`config.mk`:
```
export PLATFORM = sky130hd
export DESIGN_NAME = alu_red_seq
export DESIGN_NICKNAME = d
export VERILOG_FILES = /design/src/rtl/alu_pkg.sv /design/src/rtl/red_lane_sum.sv /design/src/rtl/alu_red_seq.sv
export SDC_FILE = /design/constraint.sdc
export NUM_CORES = 1
export LEC_CHECK = 0
export ABC_CLOCK_PERIOD_IN_PS = 4300
export BUFFER_PORTS_ARGS = -buffer_cell sky130_fd_sc_hd__buf_2
export CAP_MARGIN = 20
export CORE_MARGIN = 5
export CORE_UTILIZATION = 55
export CTS_BUF_LIST = sky130_fd_sc_hd__clkbuf_4
export CTS_CLUSTER_DIAMETER = 50
export DETAILED_ROUTE_END_ITERATION = 10
export PLACE_DENSITY = 0.79
export SLEW_MARGIN = 20
export SYNTH_ARGS = -nofsm -noshare
export SYNTH_HDL_FRONTEND = slang
export SYNTH_SLANG_ARGS = --single-unit
```
`constraint.sdc`:
```
create_clock -name clk -period 4.3 [get_ports clk]
set_clock_uncertainty 0.05 [all_clocks]
set_input_delay 0.86 -clock clk [delete_from_list [all_inputs] [get_ports clk]]
set_output_delay 0.86 -clock clk [all_outputs]
set_load 0.02 [all_outputs]
```
`src/rtl/alu_pkg.sv`:
```
// Shared ALU definitions: reduction FSM states and flag bit positions.
package alu_pkg;

  typedef enum logic [1:0] {
    StIdle,
    StAccum,
    StDone
  } red_state_e;

  // Bit positions of the V/Z/N flags, shared with the ALU flag register.
  localparam int unsigned RedFlagV    = 0;
  localparam int unsigned RedFlagZ    = 1;
  localparam int unsigned RedFlagN    = 2;
  localparam int unsigned RedNumFlags = 3;

endpackage

```
`src/rtl/red_lane_sum.sv`:
```
// Combinational sum of LANES lane pairs, each extended to ACC_W per mode.
module red_lane_sum
  import alu_pkg::*;
#(
  parameter int unsigned LANE_W = 8,
  parameter int unsigned LANES  = 1,
  parameter int unsigned ACC_W  = 11
) (
  input  logic [LANES*LANE_W-1:0] a,
  input  logic [LANES*LANE_W-1:0] b,
  input  logic                    signed_md,
  output logic [ACC_W-1:0]        sum
);

  function automatic logic [ACC_W-1:0] ext_lane(input logic [LANE_W-1:0] v, input logic md);
    return {{(ACC_W - LANE_W){md & v[LANE_W-1]}}, v};
  endfunction

  // Add every extended lane of both operands; ACC_W is wide enough that this never wraps.
  always_comb begin
    sum = '0;
    for (int i = 0; i < LANES; i++) begin
      sum = sum + ext_lane(a[i*LANE_W +: LANE_W], signed_md)
                + ext_lane(b[i*LANE_W +: LANE_W], signed_md);
    end
  end

endmodule

```
`src/rtl/alu_red_seq.sv`:
```
// Multi-cycle lane-sum reduction with valid/ready handshakes and V/Z/N flags.
module alu_red_seq
  import alu_pkg::*;
#(
  parameter int unsigned DATA_W        = 16,
  parameter int unsigned LANE_W        = 8,
  parameter int unsigned RES_W         = 16,
  parameter int unsigned LANES_PER_CYC = 1
) (
  input  logic              clk,
  input  logic              rst_n,
  input  logic              in_valid,
  output logic              in_ready,
  input  logic [DATA_W-1:0] a,
  input  logic [DATA_W-1:0] b,
  input  logic              signed_md,
  output logic              out_valid,
  input  logic              out_ready,
  output logic [RES_W-1:0]  result,
  output logic              ovfl,
  output logic              zero,
  output logic              sign
);

  localparam int unsigned NUM_LANES = DATA_W / LANE_W;
  localparam int unsigned ACC_W     = LANE_W + $clog2(2 * NUM_LANES) + 1;
  localparam int unsigned STEPS     = NUM_LANES / LANES_PER_CYC;
  localparam int unsigned CNT_W     = $clog2(STEPS + 1);
  localparam int unsigned SLICE_W   = LANES_PER_CYC * LANE_W;
  // One bit wider than both sum and result so range checks see a true sign bit.
  localparam int unsigned WIDE_W    = ((ACC_W > RES_W) ? ACC_W : RES_W) + 1;

  red_state_e             state_q, state_d;
  logic [DATA_W-1:0]      a_q, a_d;
  logic [DATA_W-1:0]      b_q, b_d;
  logic                   md_q, md_d;
  logic [ACC_W-1:0]       acc_q, acc_d;
  logic [CNT_W-1:0]       cnt_q, cnt_d;
  logic [RES_W-1:0]       result_q, result_d;
  logic [RedNumFlags-1:0] flags_q, flags_d;

  logic [ACC_W-1:0]       partial;
  logic [WIDE_W-1:0]      wide;
  logic                   range_ovf;

  // Operands are shifted down each step, so the adder always sees the low slice.
  red_lane_sum #(
    .LANE_W (LANE_W),
    .LANES  (LANES_PER_CYC),
    .ACC_W  (ACC_W)
  ) u_lane_sum (
    .a         (a_q[SLICE_W-1:0]),
    .b         (b_q[SLICE_W-1:0]),
    .signed_md (md_q),
    .sum       (partial)
  );

  // Extend the exact sum and test whether it fits the signed/unsigned RES_W range.
  always_comb begin
    wide = {{(WIDE_W - ACC_W){md_q & acc_q[ACC_W-1]}}, acc_q};
    if (md_q) begin
      range_ovf = !((&wide[WIDE_W-1:RES_W-1]) || !(|wide[WIDE_W-1:RES_W-1]));
    end else begin
      range_ovf = |wide[WIDE_W-1:RES_W];
    end
  end

  // FSM next state, datapath updates and handshake outputs.
  always_comb begin
    state_d   = state_q;
    a_d       = a_q;
    b_d       = b_q;
    md_d      = md_q;
    acc_d     = acc_q;
    cnt_d     = cnt_q;
    result_d  = result_q;
    flags_d   = flags_q;
    in_ready  = 1'b0;
    out_valid = 1'b0;
    case (state_q)
      StIdle: begin
        in_ready = 1'b1;
        if (in_valid) begin
          a_d     = a;
          b_d     = b;
          md_d    = signed_md;
          acc_d   = '0;
          cnt_d   = '0;
          state_d = StAccum;
        end
      end
      StAccum: begin
        if (cnt_q == CNT_W'(STEPS)) begin
          // Accumulation complete: register result and flags together.
          result_d          = wide[RES_W-1:0];
          flags_d[RedFlagV] = range_ovf;
          flags_d[RedFlagZ] = (wide[RES_W-1:0] == '0);
          flags_d[RedFlagN] = wide[RES_W-1];
          state_d           = StDone;
        end else begin
          acc_d = acc_q + partial;
          a_d   = a_q >> SLICE_W;
          b_d   = b_q >> SLICE_W;
          cnt_d = cnt_q + CNT_W'(1);
        end
      end
      StDone: begin
        out_valid = 1'b1;
        if (out_ready) begin
          state_d = StIdle;
        end
      end
      default: state_d = StIdle;
    endcase
  end

  // State and datapath registers with synchronous active-low reset.
  always_ff @(posedge clk) begin
    if (!rst_n) begin
      state_q  <= StIdle;
      a_q      <= '0;
      b_q      <= '0;
      md_q     <= 1'b0;
      acc_q    <= '0;
      cnt_q    <= '0;
      result_q <= '0;
      flags_q  <= '0;
    end else begin
      state_q  <= state_d;
      a_q      <= a_d;
      b_q      <= b_d;
      md_q     <= md_d;
      acc_q    <= acc_d;
      cnt_q    <= cnt_d;
      result_q <= result_d;
      flags_q  <= flags_d;
    end
  end

  assign result = result_q;
  assign ovfl   = flags_q[RedFlagV];
  assign zero   = flags_q[RedFlagZ];
  assign sign   = flags_q[RedFlagN];

endmodule

```
==> out/results.tsv <==
metric	value	unit
clockRootBuffer	clkbuf_4	
port_buffers	57	
crit_path_end_kind	flop	
synth_compound_area_frac	0.2091	
gp_congestion	0.7520	
critical_path_class	reg2reg	
grt_first_pass_wirelength	11.24	mm
p_per_area	352.5	mW/mm²
syn_nets	411	
worstPathMaxFanout	4	
drv_cap	0	
cts_resized	0	
cts.sinks	62	
place_inst	461	
drive_gt1_frac	0.2000	
vias	2583	
ys_types	43	
syn_area	0.003243	mm²
status	completed	
crit_arrival	3.80	ns
wire_per_inst	13.60	µm
dieArea	0.007533	mm²
critPathRequiredTime	4.61	ns
holdCritPathClass	reg2reg	
synthAdderAreaFrac	0.08951	
async_flop_share	0	
synth_warnings	0	
rsz0062_at_grt	false	
worst_setup_path_start_kind	flop	
antenna_cells	0	
slew_headroom	0.3570	
hold_violations	0	
setup_slack	0.8061	ns
grt_antenna_before_repair	0	
syn_inst	352	
die_y	86.79	µm
finalSetupViolCount	0	
hpwl	4.832	mm
insertion_delay	0.41	ns
syn_avg_cell_area	9.213	µm²
place_ws	0.8595	ns
finalCritPeriodShare	0.8125	
muxShareOfSynthArea	0.05594	
gr-usage-met2	0.3175	
use_met1	0.2220	
gr-max-usage-layer	met2	
via_per_inst	5.438	
instances_no_fill	475	
layout_common_cells	dfxtp_1 (62), buf_2 (57), nand2_1 (46), nor2b_1 (27)	
synth-xor-area-share	0.04051	
grt_usage	0.1898	
cts_tree	done	
grt_max_degree	49	
grt_pass1_vias	2539	
first_pass_iters	4	
slew_violations	0	
drt_iter0_drc	80	
p_leak	1.757	nW
synth-seq-area-share	0.3827	
placed_cell_area	0.003521	mm²
synth_simple_gate_area_share	0.1752	
drc	0	
clk_pin_slew	0.09	ns
nNetsFinal	456	
final_common_cell	dfxtp_1	
ys_ff_latch	62	
numCtsBuffers	9	
worst-slew-pin-transition	0.9646	ns
fin_crit	3.494	ns
area_delta_synth_final	11.54	%
postCtsHoldBufs	0	
cts_setup_buffers	0	
rows	28	
utilization	0.6220	
setup-tns-final	0	ns
routed_wl	6.461	mm
die_w	86.79	µm
fin_area	0.003617	mm²
synth-main-ff-cell	dfxtp_1	
grt_overflow	0	
core	0.005816	mm²
synth_top_family_by_area	compound AO/OA/AOI/OAI gates	
use_met3	0.06844	
peakVddDrop	229.1	µV
synth_edf_count	0	
start_util	0.5577	
postRouteAntennaNets	0	
io_pins	58	
fmax	286.2	MHz
max-clock-path-buffers	2	
htreeDepth	3	
==> area by class of cell <==
| cell class | count | area (µm²) |
|---|---|---|
| Clock buffer | 10 | 75.07 |
| Clock inverter | 4 | 16.27 |
| Fill cell | 499 | 2198 |
| Inverter | 7 | 26.28 |
| Multi-Input combinational cell | 257 | 1857 |
| Sequential cell | 62 | 1241 |
| Tap cell | 75 | 93.84 |
| Timing Repair Buffer | 60 | 307.8 |
==> state kept, by name, summed over array words and instances (netlist names) <==
name	flops
a_q	16
b_q	16
acc_q	11
result	11
flags_q	3
cnt_q	2
state_q	2
md_q	1
==> metrics by stage <==
| step | hold slack [ns] | total power, mW |
|---|---|---|
| finish | 0.4139 | 1.275 |
| global route | 0.4457 | 1.365 |
| floorplan | 0.4209 | 0.9102 |
| CTS | 0.4178 | 1.289 |
| detailed placement | 0.4052 | 0.9833 |
| global placement | 0.3955 | 0.9724 |
==> final timing paths <==
check	end	slack, ns	startpoint	cells after the start
worst max-delay path	acc_q[10]$_SDFFE_PN0P_	0.81	a_q[0]$_SDFFE_PN0P_	15
worst min-delay path	result[2]$_SDFFE_PN0P_	0.41	result[2]$_SDFFE_PN0P_	2
worst max register to register	acc_q[10]$_SDFFE_PN0P_	0.81	a_q[0]$_SDFFE_PN0P_	15
worst min register to register	result[2]$_SDFFE_PN0P_	0.41	result[2]$_SDFFE_PN0P_	2
==> cell families after synthesis <==
family	count (synthesis)
buffers and inverters	33
XOR/XNOR	15
adder cells (fa/ha/maj)	22
flip-flops	62
AND/OR/NAND/NOR	112
AO/OA/AOI/OAI	90
multiplexers	18
==> where the power goes <==
part | internal, mW | switching (mW)
Combinational | 0.153 | 0.173
Clock | 0.112 | 0.192
Sequential | 0.613 | 0.0314
Total | 0.878 | 0.397
==> synth_stat cells (7+ instances only) <==
cell type | number | area [µm²]
nand3_1 | 7 | 35.03
mux2i_1 | 17 | 170.2
nor2b_1 | 27 | 168.9
a21oi_1 | 13 | 65.06
nand2_1 | 46 | 172.7
a22oi_1 | 20 | 150.1
dfxtp_1 | 62 | 1241
a21boi_0 | 13 | 97.59
nor2_1 | 9 | 33.78
xnor2_1 | 12 | 105.1
o211a_1 | 17 | 170.2
clkbuf_1 | 12 | 45.04
ha_1 | 20 | 250.2
inv_1 | 7 | 26.28
buf_2 | 8 | 40.04
o21ai_0 | 12 | 60.06
==> layer usage <==
| metal | share of wire | wire, µm |
|---|---|---|
| met2 | 0.47 | 3063 |
| met1 | 0.44 | 2846 |
| met5 | 0 | 0 |
| met3 | 0.073 | 472 |
| met4 | 0.012 | 78 |
==> critical path, cell delays in order (launching register included) <==
cell and delay [ns]:
dfxtp_1 0.33, ha_1 0.24, fa_1 0.41, a21o_2 0.20
a21oi_1 0.22, o21ai_0 0.15, nor2_1 0.13, xnor2_1 0.13
ha_1 0.29, a21oi_1 0.26, a21oi_1 0.11, o22ai_1 0.22
o21ai_0 0.15, xnor2_1 0.15, or3_1 0.31, nand3_1 0.08
Power figures use the tool's default switching activity.
